==> config.mk <==
export PLATFORM = sky130hd
export DESIGN_NAME = jt12_acc_sched
export DESIGN_NICKNAME = d
export VERILOG_FILES = /design/src/rtl/jt12_sched_pkg.sv /design/src/rtl/jt12_slot_cnt.sv /design/src/rtl/jt12_acc_sched.sv
export SDC_FILE = /design/constraint.sdc
export NUM_CORES = 1
export LEC_CHECK = 0
export BUFFER_PORTS_ARGS = -buffer_cell sky130_fd_sc_hd__buf_2
export CORE_ASPECT_RATIO = 1.2
export CORE_MARGIN = 10
export CORE_UTILIZATION = 53
export CTS_CLUSTER_DIAMETER = 40
export DETAILED_ROUTE_END_ITERATION = 12
export GPL_TIMING_DRIVEN = 0
export PLACE_DENSITY = 0.79
export SETUP_SLACK_MARGIN = 0.5
export SLEW_MARGIN = 20
export SYNTH_ARGS = -nofsm -noshare
export SYNTH_HDL_FRONTEND = slang
export SYNTH_SLANG_ARGS = --single-unit
==> constraint.sdc <==
create_clock -name clk -period 2.78 [get_ports clk]
set_input_delay 0.417 -clock clk [delete_from_list [all_inputs] [get_ports clk]]
set_output_delay 0.417 -clock clk [all_outputs]
set_load 0.005 [all_outputs]
==> src/rtl/jt12_sched_pkg.sv <==
// Shared constants and slot-decode helpers for the accumulator slot sequencer.
package jt12_sched_pkg;

    localparam int NUM_CH = 6;
    localparam int SLOTS  = NUM_CH * 4;

    localparam logic [4:0] S1_BASE = 5'd0;
    localparam logic [4:0] S3_BASE = 5'd6;
    localparam logic [4:0] S2_BASE = 5'd12;
    localparam logic [4:0] S4_BASE = 5'd18;

    localparam logic [1:0] RL_RST = 2'b11;

    // Operator group of a slot: 0=S1, 1=S3, 2=S2, 3=S4 (frame order)
    function automatic logic [1:0] slot_group(input logic [4:0] slot);
        logic [1:0] grp;
        if (slot >= S4_BASE) begin
            grp = 2'd3;
        end else if (slot >= S2_BASE) begin
            grp = 2'd2;
        end else if (slot >= S3_BASE) begin
            grp = 2'd1;
        end else begin
            grp = 2'd0;
        end
        return grp;
    endfunction

    // Channel of a slot, i.e. its offset inside its operator group
    function automatic logic [2:0] slot_ch(input logic [4:0] slot);
        logic [4:0] off;
        case (slot_group(slot))
            2'd3:    off = slot - S4_BASE;
            2'd2:    off = slot - S2_BASE;
            2'd1:    off = slot - S3_BASE;
            default: off = slot - S1_BASE;
        endcase
        return off[2:0];
    endfunction

endpackage

==> src/rtl/jt12_slot_cnt.sv <==
// Mod-24 slot counter advanced by clk_en. Exposes the value the counter is
// about to load so the caller can register outputs decoded from it, plus a
// flag that marks the 23->0 step.
module jt12_slot_cnt
    import jt12_sched_pkg::*;
(
    input  logic       clk,
    input  logic       rst_n,
    input  logic       clk_en,
    output logic [4:0] slot_nxt,
    output logic       wrap
);

    localparam logic [4:0] SLOT_LAST = 5'(SLOTS - 1);

    logic [4:0] slot_q;
    logic [4:0] slot_d;
    logic       wrap_s;

    // Next slot: hold without clk_en, otherwise step and wrap after the last slot
    always_comb begin
        slot_d = slot_q;
        wrap_s = 1'b0;
        if (clk_en) begin
            if (slot_q == SLOT_LAST) begin
                slot_d = 5'd0;
                wrap_s = 1'b1;
            end else begin
                slot_d = slot_q + 5'd1;
                wrap_s = 1'b0;
            end
        end else begin
            slot_d = slot_q;
            wrap_s = 1'b0;
        end
    end

    // Slot register; resets to the last slot so the first advance lands on slot 0
    always_ff @(posedge clk or negedge rst_n) begin
        if (!rst_n) begin
            slot_q <= SLOT_LAST;
        end else begin
            slot_q <= slot_d;
        end
    end

    assign slot_nxt = slot_d;
    assign wrap     = wrap_s;

endmodule

==> src/rtl/jt12_acc_sched.sv <==
// Slot sequencer and per-channel configuration holder for the FM output
// accumulator. CPU writes wait in a one-entry buffer and are committed only
// at the frame wrap, so a channel never mixes two algorithms in one frame.
// Optional build macro: JT12_ACC_MUTE_EN adds a mute[5:0] input that forces
// the pan output of muted channels to 2'b00.
module jt12_acc_sched
    import jt12_sched_pkg::*;
(
    input  logic       clk,
    input  logic       rst_n,
    input  logic       clk_en,
    input  logic       cfg_we,
    input  logic [2:0] cfg_ch,
    input  logic [2:0] cfg_alg,
    input  logic [1:0] cfg_rl,
    input  logic       cfg_dac,
`ifdef JT12_ACC_MUTE_EN
    input  logic [5:0] mute,
`endif
    output logic       cfg_ready,
    output logic       s1_enters,
    output logic       s3_enters,
    output logic       s2_enters,
    output logic       s4_enters,
    output logic [2:0] ch,
    output logic [2:0] alg,
    output logic [1:0] rl,
    output logic       pcm_en,
    output logic       sample
);

    logic [4:0] slot_nxt_s;
    logic       wrap_s;

    jt12_slot_cnt u_slot_cnt (
        .clk      (clk),
        .rst_n    (rst_n),
        .clk_en   (clk_en),
        .slot_nxt (slot_nxt_s),
        .wrap     (wrap_s)
    );

    // Pending buffer (ready_q=0 means an entry is waiting) and committed table
    logic       ready_q,   ready_d;
    logic [2:0] pend_ch_q, pend_ch_d;
    logic [2:0] pend_alg_q, pend_alg_d;
    logic [1:0] pend_rl_q, pend_rl_d;
    logic       pend_dac_q, pend_dac_d;
    logic [2:0] alg_tbl_q [NUM_CH];
    logic [2:0] alg_tbl_d [NUM_CH];
    logic [1:0] rl_tbl_q  [NUM_CH];
    logic [1:0] rl_tbl_d  [NUM_CH];
    logic       dac_q,     dac_d;

    // Registered slot outputs; enters is ordered {s1, s3, s2, s4}
    logic [3:0] enters_q, enters_d;
    logic [2:0] ch_q,     ch_d;
    logic [2:0] alg_q,    alg_d;
    logic [1:0] rl_q,     rl_d;
    logic       pcm_q,    pcm_d;
    logic       sample_q, sample_d;

    logic       accept_s;
    logic       commit_s;
    logic [1:0] grp_s;
    logic [2:0] chn_s;
    logic [2:0] sel_alg_s;
    logic [1:0] sel_rl_s;

    // Write handshake: capture into the empty buffer, apply it at the frame wrap
    always_comb begin
        accept_s   = cfg_we & ready_q;
        commit_s   = wrap_s & ~ready_q;
        ready_d    = ready_q;
        pend_ch_d  = pend_ch_q;
        pend_alg_d = pend_alg_q;
        pend_rl_d  = pend_rl_q;
        pend_dac_d = pend_dac_q;
        alg_tbl_d  = alg_tbl_q;
        rl_tbl_d   = rl_tbl_q;
        dac_d      = dac_q;
        if (accept_s) begin
            ready_d    = 1'b0;
            pend_ch_d  = cfg_ch;
            pend_alg_d = cfg_alg;
            pend_rl_d  = cfg_rl;
            pend_dac_d = cfg_dac;
        end else if (commit_s) begin
            ready_d = 1'b1;
            dac_d   = pend_dac_q;
            // Channel codes 6 and 7 match no entry: only dac takes effect
            for (int i = 0; i < NUM_CH; i++) begin
                if (pend_ch_q == 3'(i)) begin
                    alg_tbl_d[i] = pend_alg_q;
                    rl_tbl_d[i]  = pend_rl_q;
                end else begin
                    alg_tbl_d[i] = alg_tbl_q[i];
                    rl_tbl_d[i]  = rl_tbl_q[i];
                end
            end
        end else begin
            ready_d = ready_q;
        end
    end

    // Output decode from the slot being entered, using the post-commit table
    always_comb begin
        grp_s     = slot_group(slot_nxt_s);
        chn_s     = slot_ch(slot_nxt_s);
        sel_alg_s = 3'd0;
        sel_rl_s  = RL_RST;
        for (int i = 0; i < NUM_CH; i++) begin
            if (chn_s == 3'(i)) begin
                sel_alg_s = alg_tbl_d[i];
`ifdef JT12_ACC_MUTE_EN
                if (mute[i]) begin
                    sel_rl_s = 2'b00;
                end else begin
                    sel_rl_s = rl_tbl_d[i];
                end
`else
                sel_rl_s = rl_tbl_d[i];
`endif
            end else begin
                sel_alg_s = sel_alg_s;
            end
        end
        enters_d = enters_q;
        ch_d     = ch_q;
        alg_d    = alg_q;
        rl_d     = rl_q;
        pcm_d    = pcm_q;
        sample_d = 1'b0;
        if (clk_en) begin
            case (grp_s)
                2'd0:    enters_d = 4'b1000;
                2'd1:    enters_d = 4'b0100;
                2'd2:    enters_d = 4'b0010;
                2'd3:    enters_d = 4'b0001;
                default: enters_d = 4'b0000;
            endcase
            ch_d     = chn_s;
            alg_d    = sel_alg_s;
            rl_d     = sel_rl_s;
            pcm_d    = dac_d & (chn_s == 3'd5);
            sample_d = wrap_s;
        end else begin
            sample_d = 1'b0;
        end
    end

    // Configuration state: buffer, table and dac enable
    always_ff @(posedge clk or negedge rst_n) begin
        if (!rst_n) begin
            ready_q    <= 1'b1;
            pend_ch_q  <= 3'd0;
            pend_alg_q <= 3'd0;
            pend_rl_q  <= 2'b00;
            pend_dac_q <= 1'b0;
            dac_q      <= 1'b0;
            for (int i = 0; i < NUM_CH; i++) begin
                alg_tbl_q[i] <= 3'd0;
                rl_tbl_q[i]  <= RL_RST;
            end
        end else begin
            ready_q    <= ready_d;
            pend_ch_q  <= pend_ch_d;
            pend_alg_q <= pend_alg_d;
            pend_rl_q  <= pend_rl_d;
            pend_dac_q <= pend_dac_d;
            dac_q      <= dac_d;
            alg_tbl_q  <= alg_tbl_d;
            rl_tbl_q   <= rl_tbl_d;
        end
    end

    // Slot-aligned output registers
    always_ff @(posedge clk or negedge rst_n) begin
        if (!rst_n) begin
            enters_q <= 4'b0000;
            ch_q     <= 3'd0;
            alg_q    <= 3'd0;
            rl_q     <= RL_RST;
            pcm_q    <= 1'b0;
            sample_q <= 1'b0;
        end else begin
            enters_q <= enters_d;
            ch_q     <= ch_d;
            alg_q    <= alg_d;
            rl_q     <= rl_d;
            pcm_q    <= pcm_d;
            sample_q <= sample_d;
        end
    end

    assign cfg_ready = ready_q;
    assign s1_enters = enters_q[3];
    assign s3_enters = enters_q[2];
    assign s2_enters = enters_q[1];
    assign s4_enters = enters_q[0];
    assign ch        = ch_q;
    assign alg       = alg_q;
    assign rl        = rl_q;
    assign pcm_en    = pcm_q;
    assign sample    = sample_q;

endmodule
# Word level (Yosys, flattened, before mapping)
# Cells that the tools add are included.
# op_classes
muxes	42
reduce_logical	4
n_addsub	4
n_mul	0
bitwise_logic	4
magnitude_cmp	3
div_mod_pow	0
shift	0
n_eq_ne	14
# ops
operator	n
$mux W18	2
$mux W3	12
$mux W2	14
$mux W12	2
$pmux W4 S4	1
$eq A3 B2 Y1 const B	4
$eq A3 B3 Y1 const B	4
$mux W5	2
$pmux W3 S3	1
$mux W1	8
$eq A3 B1 Y1 const B	2
$logic_not A3 Y1	2
$sub A3 B3 Y3 const B	2
$add A5 B1 Y5 const B	1
$eq A5 B5 Y1 const B	1
$ge A5 B3 Y1 const B	1
$ge A5 B4 Y1 const B	1
$ge A5 B5 Y1 const B	1
$eq A2 B2 Y1 const B	2
$and A1 B1 Y1	3
$sub A3 B2 Y3 const B	1
$eq A2 B1 Y1 const B	1
$logic_not A2 Y1	1
$reduce_bool A2 Y1	1
$not A1 Y1	1
# totals
rom_bits	0
inputBits	13
mem_count	0
latch_bits	0
out_inout_bits	15
ram_bits	0
reg_bits	60

# Logic depth before layout (Yosys ltp)
# logic_depth
depth_word	16
ltp_mapped	9
mapped_depth_nobuf	9

# By module
# A second synthesis with hierarchy kept.
# hier_totals
cells_unflattened	238
hier_area_um2	2917.8
# modules_own_cells
module	instances	area_per_inst_um2	cells_per_inst	seq_area_each_um2
jt12_acc_sched	1	2668.8	217	1395.1
jt12_slot_cnt	1	249.0	21	130.1

# Least setup slack after synthesis
# No wires, ideal clock.
# synth_timing
path_kind	register -> register
startpoint	register u_slot_cnt.slot_q[0]
endpoint	register alg_q[1], in the netlist alg[1]
path_buffers	1
slack_ps	-51
arrival_ps	2705
path_stages_with_launch	10
required_time_ps	2654
path_cell_list	dfstp_2 ha_1 and3b_1 nand2_2 or4_1 buf_2 mux2_4 nor3b_1 a2111o_1 a311o_1
# synth_lines
element	line	text
from (decl)	jt12_slot_cnt.sv:16	logic [4:0] slot_q;
from (signal assigned)	jt12_slot_cnt.sv:43	slot_q <= slot_d;
to (signal assigned)	jt12_acc_sched.sv:189	alg_q <= alg_d;
to (decl)	jt12_acc_sched.sv:58	logic [2:0] alg_q, alg_d;

==> out/qor.txt <==
CTS H-tree lvls -> 3
Clk slew on worst S/H paths -> 0.07 ns
Antenna violations before repair -> 0
Largest family of logic cells by synthesized area -> multiplexers
Static leakage -> 1.70 nW
Fmax -> 364 MHz
Pins Over Slew Limit -> 0
Final instance area -> 0.00373 mm2
First-pass iteration count of the detailed router -> 4
Height of the die -> 100 um
Cells after Synth -> 244
Critical path launch point type -> flip-flop
Critical path peak fanout -> 5
Die W -> 86.9 um
Post-CTS Hold Buffers -> 0
R2R Path End -> alg[1]$_DFFE_PN0P_
1st-iter DRT viols -> 189
R2r setup slk -> 0.03 ns
Maxcap violations -> 0
I/O Buffers -> 27
Peak VDD IR -> 0.471 mV
Final net count -> 323
Post-Synth XOR/XNOR Area -> 0.00615
Min Tclk post-route -> 2.75 ns
Ys flop type -> dfrtp_1
Post-DP Area -> 0.00311 mm2
Synth unique cells -> 51
Complex-gate fraction of the synthesized area -> 0.124
Top cell type by total area after synthesis -> dfrtp_1
Number of global-route vias before repair -> 2,305
Final setup viols -> 0
Root Driver -> clkbuf_8
CP cell instances -> ha_4 > and3b_2 > nand2_4 > or4_4 > buf_6 > mux2_4 > nor3b_1 > a2111o_1 > a311o_1
CP arrival -> 2.97 ns
Ys Warns -> 0
Clock Path Buffers -> 2
Grt ovf -> 0
Number of synthesized flops with an enable pin -> 0
Synthesized flop and latch total -> 60
Via density -> 5.99
Post-synth top area share -> 0.360
Final TNS setup -> 0 ns
Worst r2r src -> u_slot_cnt.slot_q[0]$_DFF_PN1_
Post-Syn Area per Cell -> 11.7 um2
TritonCTS clock tree -> built
DP HPWL -> 4.23 mm
Die area -> 0.00871 mm2
Adder-Cell Fraction of Synth Area -> 0.00440
Post-Syn Nets -> 258
Core area -> 0.00526 mm2
RD Place Congestion -> 0.844
Fillers -> 377
Worst Setup End Kind -> flip-flop
Post-layout worst setup margin -> 0.0297 ns
CTS Buf Count -> 9
Seq/Total Area, Yosys -> 0.536
First-pass GRT wire length -> 11.2 mm
TritonCTS Sinks -> 60
Status -> finished clean
WL per Instance -> 18.8 um
WL final -> 7.06 mm
Synthesized area -> 0.00285 mm2
Layout Area Growth over Synthesis -> 31.1%
CP peak stage delay -> 0.56 ns
Mux cell area share after synthesis -> 0.176
Tot Pwr -> 4.03 mW
Worst Hold Class -> input pin to async pin
Routed vias -> 2,252
Row count -> 29
Final Skew -> 0.00666 ns
Worst r2r path cells -> 9
RSZ-0062 raised after global routing -> yes
# diodes -> 0
Worst-Skew Late Latency -> 0.34 ns
Dpl ws -> -0.315 ns
Antenna Violating Nets Remaining -> 0
Async S/R FF share, synth -> 1.00
Hold Slack -> 0.145 ns
Pwr/cell area -> 1080 mW/mm2
CP max stage cell -> dfstp_2
Share of layout cells above drive strength 1 -> 0.519
Req. time, crit path -> 3.00 ns
DRC Markers -> 0
GR Util All Layers -> 0.160
Least-Margin Pin Slew -> 0.736 ns
Slew HR -> 0.510
Synth Area in Simple Gates -> 0.127
Largest net degree at the start of global routing -> 61
Initial Util -> 0.541
IO Pins -> 28
Fin crit share -> 0.989
Setup Crit Path Kind -> flip-flop to flip-flop
Final hold vios -> 0
Synth top area cells -> dfrtp_1, dfstp_2, mux2_2
flip-flops by register name (all words and copies together), names as in the netlist, 2 cells and up:
signal             cells
alg_tbl_q             18
rl_tbl_q              12
u_slot_cnt.slot_q      5
ch                     3
pend_rl_q              2
pend_ch_q              3
enters_q               4
pend_alg_q             3
rl                     2
alg                    3
layer usage:
layer	up-vias	global-route usage	wire (um)	share of wire
li1	1039	-	-	-
met2	55	0.265	3700	0.52
met1	1140	0.187	2860	0.41
met3	18	0.0332	314	0.044
met5	-	0	0	0
met4	0	0.0874	190	0.027
critical path, delay by kind of cell, from the launching register on:
family          cells  cell delay [ns]
buf+inv             1             0.14
simple gates        4             0.91
flops               1             0.56
compound gates      2             0.58
fa+ha+maj           1             0.15
mux                 1             0.30
logic make-up after synthesis:
family          Yosys count
fa+ha+maj                 1
xor+xnor                  2
buf+inv                  19
simple gates             68
flops                    60
mux                      44
compound gates           50
how the worst max path moves through the flow:
| stage | startpoint | end | slack [ns] | cells past startpoint |
|---|---|---|---|---|
| floorplan | u_slot_cnt.slot_q[1]$_DFF_PN1_ | alg[1]$_DFFE_PN0P_ | 0.09 | 9 |
| global placement | clk_en | alg[1]$_DFFE_PN0P_ | -0.31 | 9 |
| detailed placement | clk_en | alg[1]$_DFFE_PN0P_ | -0.32 | 9 |
| CTS | u_slot_cnt.slot_q[0]$_DFF_PN1_ | alg[1]$_DFFE_PN0P_ | 0.04 | 9 |
| global route | u_slot_cnt.slot_q[1]$_DFF_PN1_ | alg[1]$_DFFE_PN0P_ | -0.08 | 9 |
| finish | u_slot_cnt.slot_q[0]$_DFF_PN1_ | alg[1]$_DFFE_PN0P_ | 0.03 | 9 |
placed cells by master (no fill, tap or decap), types with 3 or more instances in the layout:
cell type and instances:
buf_2 26, nor2_1 17, mux2i_4 3, nor2b_1 5
mux2_2 37, nor3b_1 4, o21ai_0 10, nand3_1 5
buf_4 27, nor3_1 5, clkbuf_8 12, clkbuf_1 8
dfstp_2 19, mux2_4 3, o22ai_1 7, dfrtp_1 41
inv_1 8, nand2_1 7, a21oi_1 3
synth_stat cells (4+ instances only):
| library cell | n |
|---|---|
| o21ai_0 | 13 |
| dfrtp_1 | 41 |
| clkbuf_1 | 6 |
| nand2_1 | 10 |
| mux2_2 | 39 |
| nor2b_1 | 5 |
| nor2_1 | 20 |
| o22ai_1 | 7 |
| inv_1 | 8 |
| dfstp_2 | 19 |
| nand3_1 | 6 |
| nor3_1 | 7 |
| a21oi_1 | 5 |
| nor3b_1 | 4 |
cell type report:
type / instances / area, um2 / share of cell area
Inverter: 11 / 46.3 / 0.0124
Clock inverter: 1 / 5.00 / 0.00134
Clock buffer: 15 / 176 / 0.0473
Sequential cell: 60 / 1530 / 0.409
Timing Repair Buffer: 54 / 369 / 0.0989
Buffer: 8 / 45.0 / 0.0121
Multi-Input combinational cell: 165 / 1490 / 0.399
Tap cell: 62 / 77.6 / 0.0208
power by group:
part | switching (mW) | leakage (nW) | internal (mW)
sequential | 0.211 | 0.741 | 1.12
clock | 0.335 | 0.0937 | 0.397
combinational | 1.02 | 0.870 | 0.943
stage by stage:
stage / util / std cells
3_5_place_dp: 0.591 / 333
4_1_cts: 0.674 / 368
3_3_place_gp: 0.590 / 333
6_report: 0.709 / 376
5_1_grt: 0.709 / 376
2_1_floorplan: - / 244
what timing repair did:
| item | CTS | global route |
|---|---|---|
| setup buffers | 19 | 8 |
| gates resized for setup | 20 | 28 |
| endpoints found under the setup margin | 6 | 7 |
| pin swaps | 4 | 10 |
Note: power is estimated with default switching activity, not from simulation.
